==> config.mk <==
export PLATFORM = sky130hd
export DESIGN_NAME = mc_ctrl_fsm
export DESIGN_NICKNAME = d
export VERILOG_FILES = /design/src/rtl/mc_ctrl_fsm.sv
export SDC_FILE = /design/constraint.sdc
export NUM_CORES = 1
export LEC_CHECK = 0
export BUFFER_PORTS_ARGS = -buffer_cell sky130_fd_sc_hd__buf_2
export CAP_MARGIN = 10
export CORE_ASPECT_RATIO = 1.2
export CORE_UTILIZATION = 35
export DETAILED_ROUTE_END_ITERATION = 6
export REMOVE_ABC_BUFFERS = 1
export SLEW_MARGIN = 25
export SYNTH_ARGS = -nofsm -noshare
export SYNTH_HDL_FRONTEND = slang
export SYNTH_SLANG_ARGS = --single-unit
==> constraint.sdc <==
create_clock -name clk -period 2.47 [get_ports clk]
set_input_delay 0.3705 -clock clk [delete_from_list [all_inputs] [get_ports clk]]
set_output_delay 0.3705 -clock clk [all_outputs]
set_load 0.03 [all_outputs]
==> src/rtl/mc_ctrl_fsm.sv <==
`default_nettype none
// +--------------------------------------------------------------------------+
// | Module   : mc_ctrl_fsm                                                   |
// | Purpose  : Multi-cycle RV32-subset control FSM. It sequences the         |
// |            FETCH/DECODE/EXEC/MEM/WB steps, classifies the instruction,   |
// |            drives the datapath strobes and selects, traps on illegal     |
// |            encodings and counts retired instructions.                    |
// | Ports    : clk, rst (async, active-high)                                 |
// |            opcode/func3/func7  - instruction fields from IR              |
// |            mem_ready           - memory handshake                        |
// |            br_taken            - ALU branch condition (sampled in EXEC)  |
// |            mem_req/mem_sel/mem_we, ir_we, pc_we, pc_src, reg_we, wb_sel, |
// |            alu_op, trap        - datapath controls                       |
// |            state               - current state encoding                  |
// |            instret             - retired-instruction count (wraps)       |
// | Revision : 1.0 - initial release                                         |
// +--------------------------------------------------------------------------+
module mc_ctrl_fsm #(
  parameter int CNT_W = 16
) (
  input  logic             clk,
  input  logic             rst,
  input  logic [6:0]       opcode,
  input  logic [2:0]       func3,
  input  logic [6:0]       func7,
  input  logic             mem_ready,
  input  logic             br_taken,
  output logic             mem_req,
  output logic             mem_sel,
  output logic             mem_we,
  output logic             ir_we,
  output logic             pc_we,
  output logic [1:0]       pc_src,
  output logic             reg_we,
  output logic [1:0]       wb_sel,
  output logic [3:0]       alu_op,
  output logic             trap,
  output logic [2:0]       state,
  output logic [CNT_W-1:0] instret
);

  typedef enum logic [2:0] {
    S_FETCH  = 3'd0,
    S_DECODE = 3'd1,
    S_EXEC   = 3'd2,
    S_MEM    = 3'd3,
    S_WB     = 3'd4,
    S_TRAP   = 3'd5
  } state_t;

  typedef enum logic [2:0] {
    CLS_R      = 3'd0,
    CLS_I      = 3'd1,
    CLS_LOAD   = 3'd2,
    CLS_STORE  = 3'd3,
    CLS_BRANCH = 3'd4,
    CLS_JAL    = 3'd5,
    CLS_JALR   = 3'd6,
    CLS_LUI    = 3'd7
  } cls_t;

  localparam logic [6:0] c_op_r     = 7'b0110011;
  localparam logic [6:0] c_op_i     = 7'b0010011;
  localparam logic [6:0] c_op_load  = 7'b0000011;
  localparam logic [6:0] c_op_store = 7'b0100011;
  localparam logic [6:0] c_op_br    = 7'b1100011;
  localparam logic [6:0] c_op_jalr  = 7'b1100111;
  localparam logic [6:0] c_op_jal   = 7'b1101111;
  localparam logic [6:0] c_op_lui   = 7'b0110111;

  localparam logic [3:0] c_alu_add = 4'b0000;
  localparam logic [3:0] c_alu_sub = 4'b0001;
  localparam logic [3:0] c_alu_and = 4'b0100;
  localparam logic [3:0] c_alu_or  = 4'b0101;
  localparam logic [3:0] c_alu_xor = 4'b0110;
  localparam logic [3:0] c_alu_sll = 4'b0111;
  localparam logic [3:0] c_alu_srl = 4'b1000;
  localparam logic [3:0] c_alu_eq  = 4'b1001;
  localparam logic [3:0] c_alu_lt  = 4'b1010;
  localparam logic [3:0] c_alu_ge  = 4'b1011;
  localparam logic [3:0] c_alu_slt = 4'b1110;

  state_t           r_state;
  state_t           w_next;
  cls_t             r_cls;
  cls_t             w_cls;
  logic [3:0]       r_alu;
  logic [3:0]       w_alu;
  logic             w_legal;
  logic [CNT_W-1:0] r_instret;

  // Shared func3 -> ALU op map for register and immediate arithmetic.
  function automatic logic [3:0] f3_alu(input logic [2:0] f3);
    case (f3)
      3'b001:  f3_alu = c_alu_sll;
      3'b010:  f3_alu = c_alu_slt;
      3'b100:  f3_alu = c_alu_xor;
      3'b101:  f3_alu = c_alu_srl;
      3'b110:  f3_alu = c_alu_or;
      3'b111:  f3_alu = c_alu_and;
      default: f3_alu = c_alu_add;
    endcase
  endfunction

  // Instruction classification; only meaningful while in DECODE.
  always_comb begin
    w_legal = 1'b0;
    w_cls   = CLS_R;
    w_alu   = c_alu_add;
    case (opcode)
      c_op_r: begin
        w_cls = CLS_R;
        w_alu = f3_alu(func3);
        case (func3)
          3'b000: begin
            // func7 only distinguishes ADD/SUB; anything else is illegal.
            if (func7 == 7'b0000000) begin
              w_legal = 1'b1;
            end else if (func7 == 7'b0100000) begin
              w_legal = 1'b1;
              w_alu   = c_alu_sub;
            end
          end
          3'b010, 3'b011: w_legal = 1'b0;
          default:        w_legal = 1'b1;
        endcase
      end
      c_op_i: begin
        w_cls   = CLS_I;
        w_alu   = f3_alu(func3);
        w_legal = (func3 != 3'b011);
      end
      c_op_load: begin
        w_cls   = CLS_LOAD;
        w_legal = (func3 <= 3'b010);
      end
      c_op_store: begin
        w_cls   = CLS_STORE;
        w_legal = (func3 <= 3'b010);
      end
      c_op_br: begin
        w_cls = CLS_BRANCH;
        case (func3)
          3'b000, 3'b001: begin w_legal = 1'b1; w_alu = c_alu_eq; end
          3'b100:         begin w_legal = 1'b1; w_alu = c_alu_lt; end
          3'b101:         begin w_legal = 1'b1; w_alu = c_alu_ge; end
          default:        w_legal = 1'b0;
        endcase
      end
      c_op_jalr: begin
        w_cls   = CLS_JALR;
        w_legal = (func3 == 3'b000);
      end
      c_op_jal: begin
        w_cls   = CLS_JAL;
        w_legal = 1'b1;
      end
      c_op_lui: begin
        w_cls   = CLS_LUI;
        w_legal = 1'b1;
      end
      default: w_legal = 1'b0;
    endcase
  end

  always_ff @(posedge clk or posedge rst) begin
    if (rst) begin
      r_state   <= S_FETCH;
      r_cls     <= CLS_R;
      r_alu     <= c_alu_add;
      r_instret <= '0;
    end else begin
      r_state <= w_next;
      if (r_state == S_DECODE) begin
        r_cls <= w_cls;
        r_alu <= w_alu;
      end
      if (pc_we) begin
        r_instret <= r_instret + CNT_W'(1);
      end
    end
  end

  always_comb begin
    w_next  = r_state;
    mem_req = 1'b0;
    mem_sel = 1'b0;
    mem_we  = 1'b0;
    ir_we   = 1'b0;
    pc_we   = 1'b0;
    pc_src  = 2'd0;
    reg_we  = 1'b0;
    wb_sel  = 2'd0;
    alu_op  = c_alu_add;
    trap    = 1'b0;
    case (r_state)
      S_FETCH: begin
        mem_req = 1'b1;
        if (mem_ready) begin
          ir_we  = 1'b1;
          w_next = S_DECODE;
        end
      end
      S_DECODE: w_next = w_legal ? S_EXEC : S_TRAP;
      S_EXEC: begin
        alu_op = r_alu;
        case (r_cls)
          CLS_BRANCH: begin
            pc_we  = 1'b1;
            pc_src = br_taken ? 2'd1 : 2'd0;
            w_next = S_FETCH;
          end
          CLS_LOAD, CLS_STORE: w_next = S_MEM;
          default:             w_next = S_WB;
        endcase
      end
      S_MEM: begin
        mem_req = 1'b1;
        mem_sel = 1'b1;
        mem_we  = (r_cls == CLS_STORE);
        if (mem_ready) begin
          if (r_cls == CLS_STORE) begin
            pc_we  = 1'b1;
            w_next = S_FETCH;
          end else begin
            w_next = S_WB;
          end
        end
      end
      S_WB: begin
        reg_we = 1'b1;
        pc_we  = 1'b1;
        w_next = S_FETCH;
        case (r_cls)
          CLS_LOAD: wb_sel = 2'd1;
          CLS_JAL:  begin wb_sel = 2'd2; pc_src = 2'd1; end
          CLS_JALR: begin wb_sel = 2'd2; pc_src = 2'd2; end
          default:  wb_sel = 2'd0;
        endcase
      end
      S_TRAP: trap = 1'b1;
      default: w_next = S_FETCH;
    endcase
    // Outputs are forced quiet for as long as reset is held, even though
    // the state register already reads FETCH.
    if (rst) begin
      mem_req = 1'b0;
      mem_sel = 1'b0;
      mem_we  = 1'b0;
      ir_we   = 1'b0;
      pc_we   = 1'b0;
      pc_src  = 2'd0;
      reg_we  = 1'b0;
      wb_sel  = 2'd0;
      alu_op  = c_alu_add;
      trap    = 1'b0;
    end
  end

  assign state   = r_state;
  assign instret = r_instret;

endmodule
`default_nettype wire
---- Word level (Yosys, flattened, before mapping) ----
Index checks and enable logic that the tools add are counted.
word-level totals
  bits in registers ....................... 26
  bits of input ports ..................... 21
  logic and storage cells ................. 94
  output and inout bits ................... 34
cells by class
  mux-type cells .......................... 46
  add/subtract/negate cells ............... 1
  reductions and logical operators ........ 12
  equal/unequal tests ..................... 29
  bitwise logic cells ..................... 1
  order comparisons ....................... 1
operator list
  cell                   count
  $eq 7x6->1 const B     4
  $eq 3x3->1 const B     9
  $pmux 4 s3             2
  $pmux 4 s6             1
  $mux 1                 22
  $eq 7x7->1 const B     3
  $pmux 3 s7             1
  $mux 4                 5
  $eq 3x2->1 const B     6
  $add 16x1->16 const B  1
  $pmux 3 s5             1
  $reduce_or 2->1        7
  $mux 3                 4
  $pmux 2 s2             3
  $eq 7x2->1 const B     1
  $eq 7x5->1 const B     1
  $logic_not 7->1        1
  $eq 3x1->1 const B     2
  $logic_not 3->1        2
  $mux 2                 3
  $pmux 1 s6             1
  $pmux 3 s2             1
  $ne 2x2->1 const B     2
  $reduce_or 4->1        1
  6 further kinds        6

---- Logic depth before layout (Yosys ltp) ----
Gate-level depths: netlist of run 1.
  depth in word-level cells ............... 7
  gate-level depth with buffers ........... 8
  gate-level depth less buffers ........... 7

---- Worst setup path before layout of run 1 ----
Ideal clock, no wire load.
  path type ............................... register -> output
  from .................................... reg r_state[2] (netlist: state[2])
  to ...................................... out pc_src[0]
  required time ........................... 2.099 ns
  buffers on the path ..................... 0
  cell stages (with the launch flop) ...... 6
  slack ................................... -0.427 ns
  arrival ................................. 2.526 ns
  cell sequence ........................... dfrtp_1 inv_2 or4_4 clkinv_4 o21ai_0 nor4b_1
between the ends
  cells in the longest elaborated chain, start to end .. 3
  elaborated cells on any way between the ends .. 4
  those cells by class .................... eq/ne (2); mux (2)
ends and longest elaborated chain
  element                                   line  text
  start: declaration                        83    state_t r_state;
  start signal: assignment                  173   r_state <= w_next;
  $eq 3x3->1 or $eq 3x2->1 (tied branches)  196   case (r_state)
  $pmux 2 s2 (*)                            196
  $mux 2 (*)                                246   if (rst) begin
  end: declaration                          33    output logic [1:0] pc_src,
Mark *: on every way between the ends. The rest lies on a longest branch, timed or not.

---- Worst setup path after layout of run 1 ----
  from .................................... reg r_state[1] (netlist: state[1])
  to ...................................... out pc_src[0]
The elaborated chain is that of the path after synthesis.

==> results of run 1 <==
-- layout by cell type, fill, tap and decap left out, drive strengths merged, types with 2 or more instances in the layout --
cell type and n:
xor2 10, o31a 2, nand3b 2, and4 2, nand2b 3, nor3 6, dfrtp 26, nor4 4
a2111oi 2, inv 5, clkbuf 3, a21oi 5, o21ai 15, a31oi 2, nand3 8, nor4b 2
xnor2 9, a211oi 3, nor2 14, buf 58, and3 6, nand2 27, and2 6, nor2b 5
nand4 6, nor3b 5, o31ai 3
-- Yosys cell counts, types with 2 or more instances --
cell type	number	area share, %
a2111oi_0	2	0.98
a211oi_1	3	1.3
a21oi_1	5	1.4
and2_1	6	2.1
and3_1	6	2.1
and4_1	2	0.98
clkbuf_1	12	2.5
dfrtp_1	26	36
inv_1	4	0.84
nand2_1	27	5.7
nand2b_1	3	1.0
nand3_1	8	2.2
nand3b_1	2	0.84
nand4_1	6	2.1
nor2_1	13	2.7
nor2b_1	5	1.7
nor3_1	6	1.7
nor3b_2	4	2.8
nor4_1	4	1.4
o21ai_0	14	3.9
o31a_1	2	0.98
o31ai_1	3	1.3
xnor2_1	9	4.4
xor2_1	10	4.9
-- kinds of logic (layout without fill, tap and decap cells) --
logic type	after synthesis	after routing	share of synthesized area [%]
AO/OA/AOI/OAI	40	40	15.3
AND/OR/NAND/NOR	102	102	33.1
multiplexers	1	1	0.629
XOR/XNOR	19	19	9.29
flip-flops	26	26	36.3
buffers and inverters	19	67	4.68
adder cells (fa/ha/maj)	1	1	0.699
-- area by class of cell --
| cell class | instances | area share, % |
|---|---|---|
| clock buffer | 3 | 1.92 |
| inverter | 6 | 1.28 |
| multi-input combinational | 163 | 49.0 |
| sequential | 26 | 30.3 |
| tap | 60 | 3.48 |
| timing repair buffer | 58 | 14.1 |
-- layer usage --
layer	track usage [%]	share of wire, %
met1	18.5	42
met5	0	0
met3	1.70	4.3
met4	5.32	1.0
met2	29.3	52
-- power groups by stage --
stage          clock (mW)  combinational [mW]  sequential, mW
2_1_floorplan           0               0.183           0.572
3_3_place_gp            0               0.379           0.510
3_5_place_dp            0               0.379           0.510
4_1_cts             0.243               0.381           0.502
5_1_grt             0.257               0.422           0.509
6_report            0.230               0.378           0.501
-- critical path, delay by kind of cell (launching register included) --
kind                   cells  cell delay, ns
AND/OR/NAND/NOR            2            0.86
flip-flops                 1            0.46
buffers and inverters      2            0.29
AO/OA/AOI/OAI              1            0.09
-- repair_timing --
action | 4_1_cts | 5_1_grt
buffers inserted | 0 | 0
gates resized for setup | 0 | 2
endpoints found under the setup margin | 0 | 1
-- flip-flops by register name (all words and copies together), names as in the netlist --
| name | flops |
|---|---|
| r_cls | 3 |
| instret | 16 |
| state | 3 |
| r_alu | 4 |
-- final timing paths --
| check | from | endpoint | slack [ns] | cells past startpoint |
|---|---|---|---|---|
| setup / recovery | state[1] | pc_src[0] | 0.13 | 5 |
| hold / removal | rst | state[2] | 0.21 | 3 |
| setup reg to reg | state[1] | instret[12] | 0.45 | 7 |
| hold reg to reg | instret[15] | instret[15] | 0.46 | 1 |
| max in group asynchronous | rst | state[1] | 1.99 | 3 |
| min in group clk | instret[15] | instret[15] | 0.46 | 1 |
-- stage by stage --
stage	setup WS, ns	hold WS, ns
after global routing	0.000950	0.266
after global placement	0.394	0.450
final	0.132	0.212
after detailed placement	0.352	0.453
after floorplan	-0.427	0.421
after CTS	0.0412	0.216
==> metrics.md, run 1 <==
| Metric | Value |
|---|---|
| Nets | 280 |
| Vias/cell | 5.24 |
| Initial antenna violation count | 0 |
| Worst-path maximum fanout | 10 |
| Syn_area_per_cell | 8.61 µm² |
| Switching fraction of total power | 37.3% |
| Layout cells sized above 1 | 28.5% |
| Clock Pin Slew Worst Setup and Hold Paths | 0.08 ns |
| CP arrival | 1.97 ns |
| Gpl congestion | 0.881 |
| HP Class | in2async |
| Worst setup SP type | flop |
| I/O pins | 55 |
| Skew-Pair Late Insertion Delay | 0.26 ns |
| Peak supply drop | 0.223 mV |
| RSZ-0062 raised after global routing | no |
| Post-route cell area | 2150 µm² |
| Die width | 67.3 µm |
| Critical Setup Path Class | reg2out |
| H-tree Lvls | 1 |
| DP Cell Count | 313 |
| Die height | 80.4 µm |
| Fill cells | 495 |
| Worst setup EP type | output port |
| Ys async rst share | 100% |
| Vias in the first global route | 1558 |
| Clock tree from TritonCTS | built |
| Global-route wire length before repair | 6820 µm |
| Site Rows | 28 |
| Multi-input gate area | 1060 µm² |
| Final period util | 94.7% |
| Clock Tree Buf Depth | 2 |
| Pwr Total | 1.11 mW |
| CORE AREA | 4940 µm² |
| CP max stage cell | or4_4 |
| # port buffers | 54 |
| Largest net degree at the start of global routing | 28 |
| Placed instance area | 2110 µm² |
| Crit-path cells | or4_4, clkinv_4, o21ai_0, nor4b_1, buf_4 |
| Final slew viol count | 0 |
| Sequential share of power | 45.2% |
| Seq/Total Area, Yosys | 36.3% |
| Distinct cells, synth | 50 |
| Max_slew headroom | 70.4% |
| Max Cap Viol | 0 |
| Synthesized area | 1790 µm² |
| # diodes | 0 |
| Fmax | 0.428 GHz |
| Status | finished, final reports clean |
| Cell Pwr Density | 515 nW/µm² |
| Ys flop type | dfrtp_1 |
| Antenna-violating nets left | 0 |
| GR Util All Layers | 15.9% |
| Via count | 1655 |
| CP required | 2.10 ns |
| CTS buffer count | 3 |
| Worst Max-Slew Pin Slew | 0.441 ns |
| Clock power share | 20.8% |
| Crit path time final | 2.34 ns |
| Fin util | 43.6% |
| WL per Instance | 12.5 µm |
| EDFF count, synth | 0 |
| Final cell count without fillers | 316 |
| Total global routing overflow | 0 |
| Combinational cell fraction of total power | 34.1% |
| Reg area | 652 µm² |
| 1st-pass router iterations | 4 |
| P_leak | 1.00 nW |
| Hold Fails Final Rpt | 0 |
| P_int | 0.696 mW |
| Synth warnings | 0 |
| Post-CTS Hold Fix Bufs | 0 |
| Synth-to-Final Area Change | 20.3% |
| NetSw | 0.414 mW |
| Clock tree root driver cell | clkbuf_8 |
| DIE AREA | 5410 µm² |
| Worst Skew | 0.00286 ns |
| Setup violators final | 0 |
| Final WL | 3960 µm |
| Clk sinks | 26 |
| Cells after Synth | 208 |
| CP peak stage delay | 0.60 ns |
| Starting density of the core | 36.2% |
| Drt drc | 0 |
| DR iter-0 viols | 64 |
| HPWL Detailed | 3120 µm |
| Post-synthesis register bit count | 26 |
| Post-Route Setup TNS | 0 ns |
Power figures use the tool's default switching activity.
==> run 2, diff against run 1 <==
--- a/config.mk
+++ b/config.mk
@@ -5,6 +5,7 @@
 export SDC_FILE = /design/constraint.sdc
 export NUM_CORES = 1
 export LEC_CHECK = 0
+export ABC_AREA = 1
 export BUFFER_PORTS_ARGS = -buffer_cell sky130_fd_sc_hd__buf_2
 export CAP_MARGIN = 10
 export CORE_ASPECT_RATIO = 1.2
==> run 2 against run 1 <==
  * Clock power rose by 20%
  * Clock skew barely moved
  * Largest power group is now combinational cells
  * Critical path depth rose by 1
  * Largest cell class unchanged
  * Synthesized cell count rose by 30%
  * Combinational power rose by 110%
==> metrics.md, run 2 <==
| Metric | Value |
|---|---|
| Skew-Pair Late Insertion Delay | 0.27 ns |
| I/O pins | 55 |
| Ys flop type | dfrtp_1 |
| Ys async rst share | 100% |
| # diodes | 0 |
| Critical Setup Path Class | reg2out |
| Largest net degree at the start of global routing | 18 |
| 1st-pass router iterations | 4 |
| CP max stage cell | dfrtp_1 |
| CP arrival | 1.72 ns |
| Post-CTS setup buffer count | 0 |
| Post-route cell area | 2230 µm² |
| RSZ-0062 raised after global routing | no |
| EDFF count, synth | 0 |
| Beginning of the worst register-to-register path | state[2] |
| Seq/Total Area, Yosys | 35.6% |
| Post-synth top area share | 35.6% |
| CP required | 2.10 ns |
| Most common cell after layout, fill and taps aside | nand2_1 |
| GR Util All Layers | 15.7% |
| Worst setup EP type | output port |
| Fmax | 0.479 GHz |
| Worst setup SP type | flop |
| Synthesized area | 1830 µm² |
| Synth-to-Final Area Change | 21.8% |
| Crit Reg-Reg Endpoint | instret[6] |
| Cell Pwr Density | 765 nW/µm² |
| Crit-path cells | nor3_4, nand2_2, nand3_2, nand2_4, inv_4, buf_2 |
| CORE AREA | 4970 µm² |
| Starting density of the core | 36.8% |
| P_leak | 1.21 nW |
| Commonest cells after routing, fill and taps aside | nand2_1, buf_2, inv_1 |
| Clk sinks | 26 |
| Crit path time final | 2.09 ns |
| H-tree Lvls | 1 |
| Post-Route Setup TNS | 0 ns |
| Final slew viol count | 0 |
| CP peak stage delay | 0.49 ns |
| Fill cells | 547 |
| Final cell count without fillers | 388 |
| CTS buffer count | 3 |
| Peak supply drop | 0.305 mV |
| DP Cell Count | 384 |
| Worst R2R Path Depth | 7 |
| Drt drc | 0 |
| Nets | 351 |
| Clock tree from TritonCTS | built |
| Via count | 1856 |
| DIE AREA | 5520 µm² |
| Setup violators final | 0 |
| DR iter-0 viols | 68 |
| Clock tree root driver cell | clkbuf_8 |
| Cells after Synth | 270 |
| Multi-input gate area | 991 µm² |
| Clock Pin Slew Worst Setup and Hold Paths | 0.09 ns |
| R2R setup slack | 0.92 ns |
| WL per Instance | 10.8 µm |
| Final period util | 84.5% |
| Die height | 81.2 µm |
| Hold Fails Final Rpt | 0 |
| # port buffers | 54 |
| Placed instance area | 2170 µm² |
| Post-CTS Hold Fix Bufs | 0 |
| Die width | 68.0 µm |
| Max Cap Viol | 0 |
| Gpl congestion | 0.798 |
| Top-count cell post-synth | nand2_1 |
| Layout cells sized above 1 | 22.0% |
| Worst Skew | 0.00285 ns |
| Vias in the first global route | 1609 |
| Worst Max-Slew Pin Slew | 0.376 ns |
| Global-route wire length before repair | 6730 µm |
| Final WL | 4180 µm |
| Site Rows | 28 |
| Initial antenna violation count | 0 |
| Status | finished, final reports clean |
| Vias/cell | 4.78 |
| Max_slew headroom | 74.7% |
| Synth warnings | 0 |
| Total global routing overflow | 0 |
| CTS resizes | 0 |
| Post-synthesis register bit count | 26 |
| Antenna-violating nets left | 0 |
| Syn_area_per_cell | 6.78 µm² |
| Reg area | 651 µm² |
| HP Class | in2async |
| Clock Tree Buf Depth | 2 |
| Distinct cells, synth | 31 |
| Max reg flops | 16 |
| Worst-path maximum fanout | 16 |
| HPWL Detailed | 3430 µm |
| Post-synth top area cell | dfrtp_1 |
| Post-synth top cells | nand2_1, inv_1, nor2_1 |
| Synth area leaders | dfrtp_1, nand2_1, inv_1 |
==> run 2: cell count changes after synthesis, moves of 11 or more <==
cell and delta:
nand2_1 +39, inv_1 +37, nor2_1 +24, nand3_1 +14
clkbuf_1 -11
==> run 2: worst max path at each step <==
stage | from | to
floorplan | state[2] | wb_sel[1]
global placement | state[2] | pc_we
detailed placement | state[2] | pc_we
CTS | state[2] | pc_we
global route | r_cls[2] | pc_we
finish | state[2] | pc_we
==> run 2: power by group <==
part | leakage (nW) | switching, mW | internal (mW) | total, mW
logic | 0.847 | 0.541 | 0.242 | 0.783
clock network | 0.0288 | 0.133 | 0.142 | 0.275
registers | 0.331 | 0.119 | 0.528 | 0.647
total | 1.21 | 0.793 | 0.913 | 1.71
==> run 2: per-layer routing <==
layer  wire [µm]  global-route usage (%)  up-vias
met5           0                       0        -
met4          27                    4.38        0
met3         136                    1.26        2
met2        2180                    30.0       41
met1        1840                    18.0      839
li1            -                       -      974
==> run 2: cells by family after synthesis <==
family	after synthesis	synth area share (%)
AO/OA/AOI/OAI	29	8.76
adder cells (fa/ha/maj)	1	0.684
buffers and inverters	46	10.3
AND/OR/NAND/NOR	153	37.6
flip-flops	26	35.6
XOR/XNOR	15	7.18
==> run 2: stage by stage <==
| step | worst slack, ns | hold WS (ns) | power (mW) | util (%) |
|---|---|---|---|---|
| finish | 0.384 | 0.163 | 1.71 | 44.8 |
| global route | 0.249 | 0.185 | 1.84 | 44.8 |
| CTS | 0.374 | 0.160 | 1.73 | 44.8 |
| detailed placement | 0.684 | 0.457 | 1.45 | 43.7 |
| global placement | 0.699 | 0.456 | 1.44 | 43.7 |
| floorplan | 0.137 | 0.449 | 1.21 | - |
==> run 2: critical path, delay by kind of cell (launching register included) <==
kind | cells | cell delay (ns)
buf+inv | 2 | 0.38
simple gates | 4 | 0.58
flops | 1 | 0.49
==> run 2: area by class of cell <==
cell class	count	area share (%)
sequential	26	29.2
multi-input combinational	198	44.5
inverter	43	7.36
tap	60	3.37
timing repair buffer	57	13.1
clock buffer	4	2.47
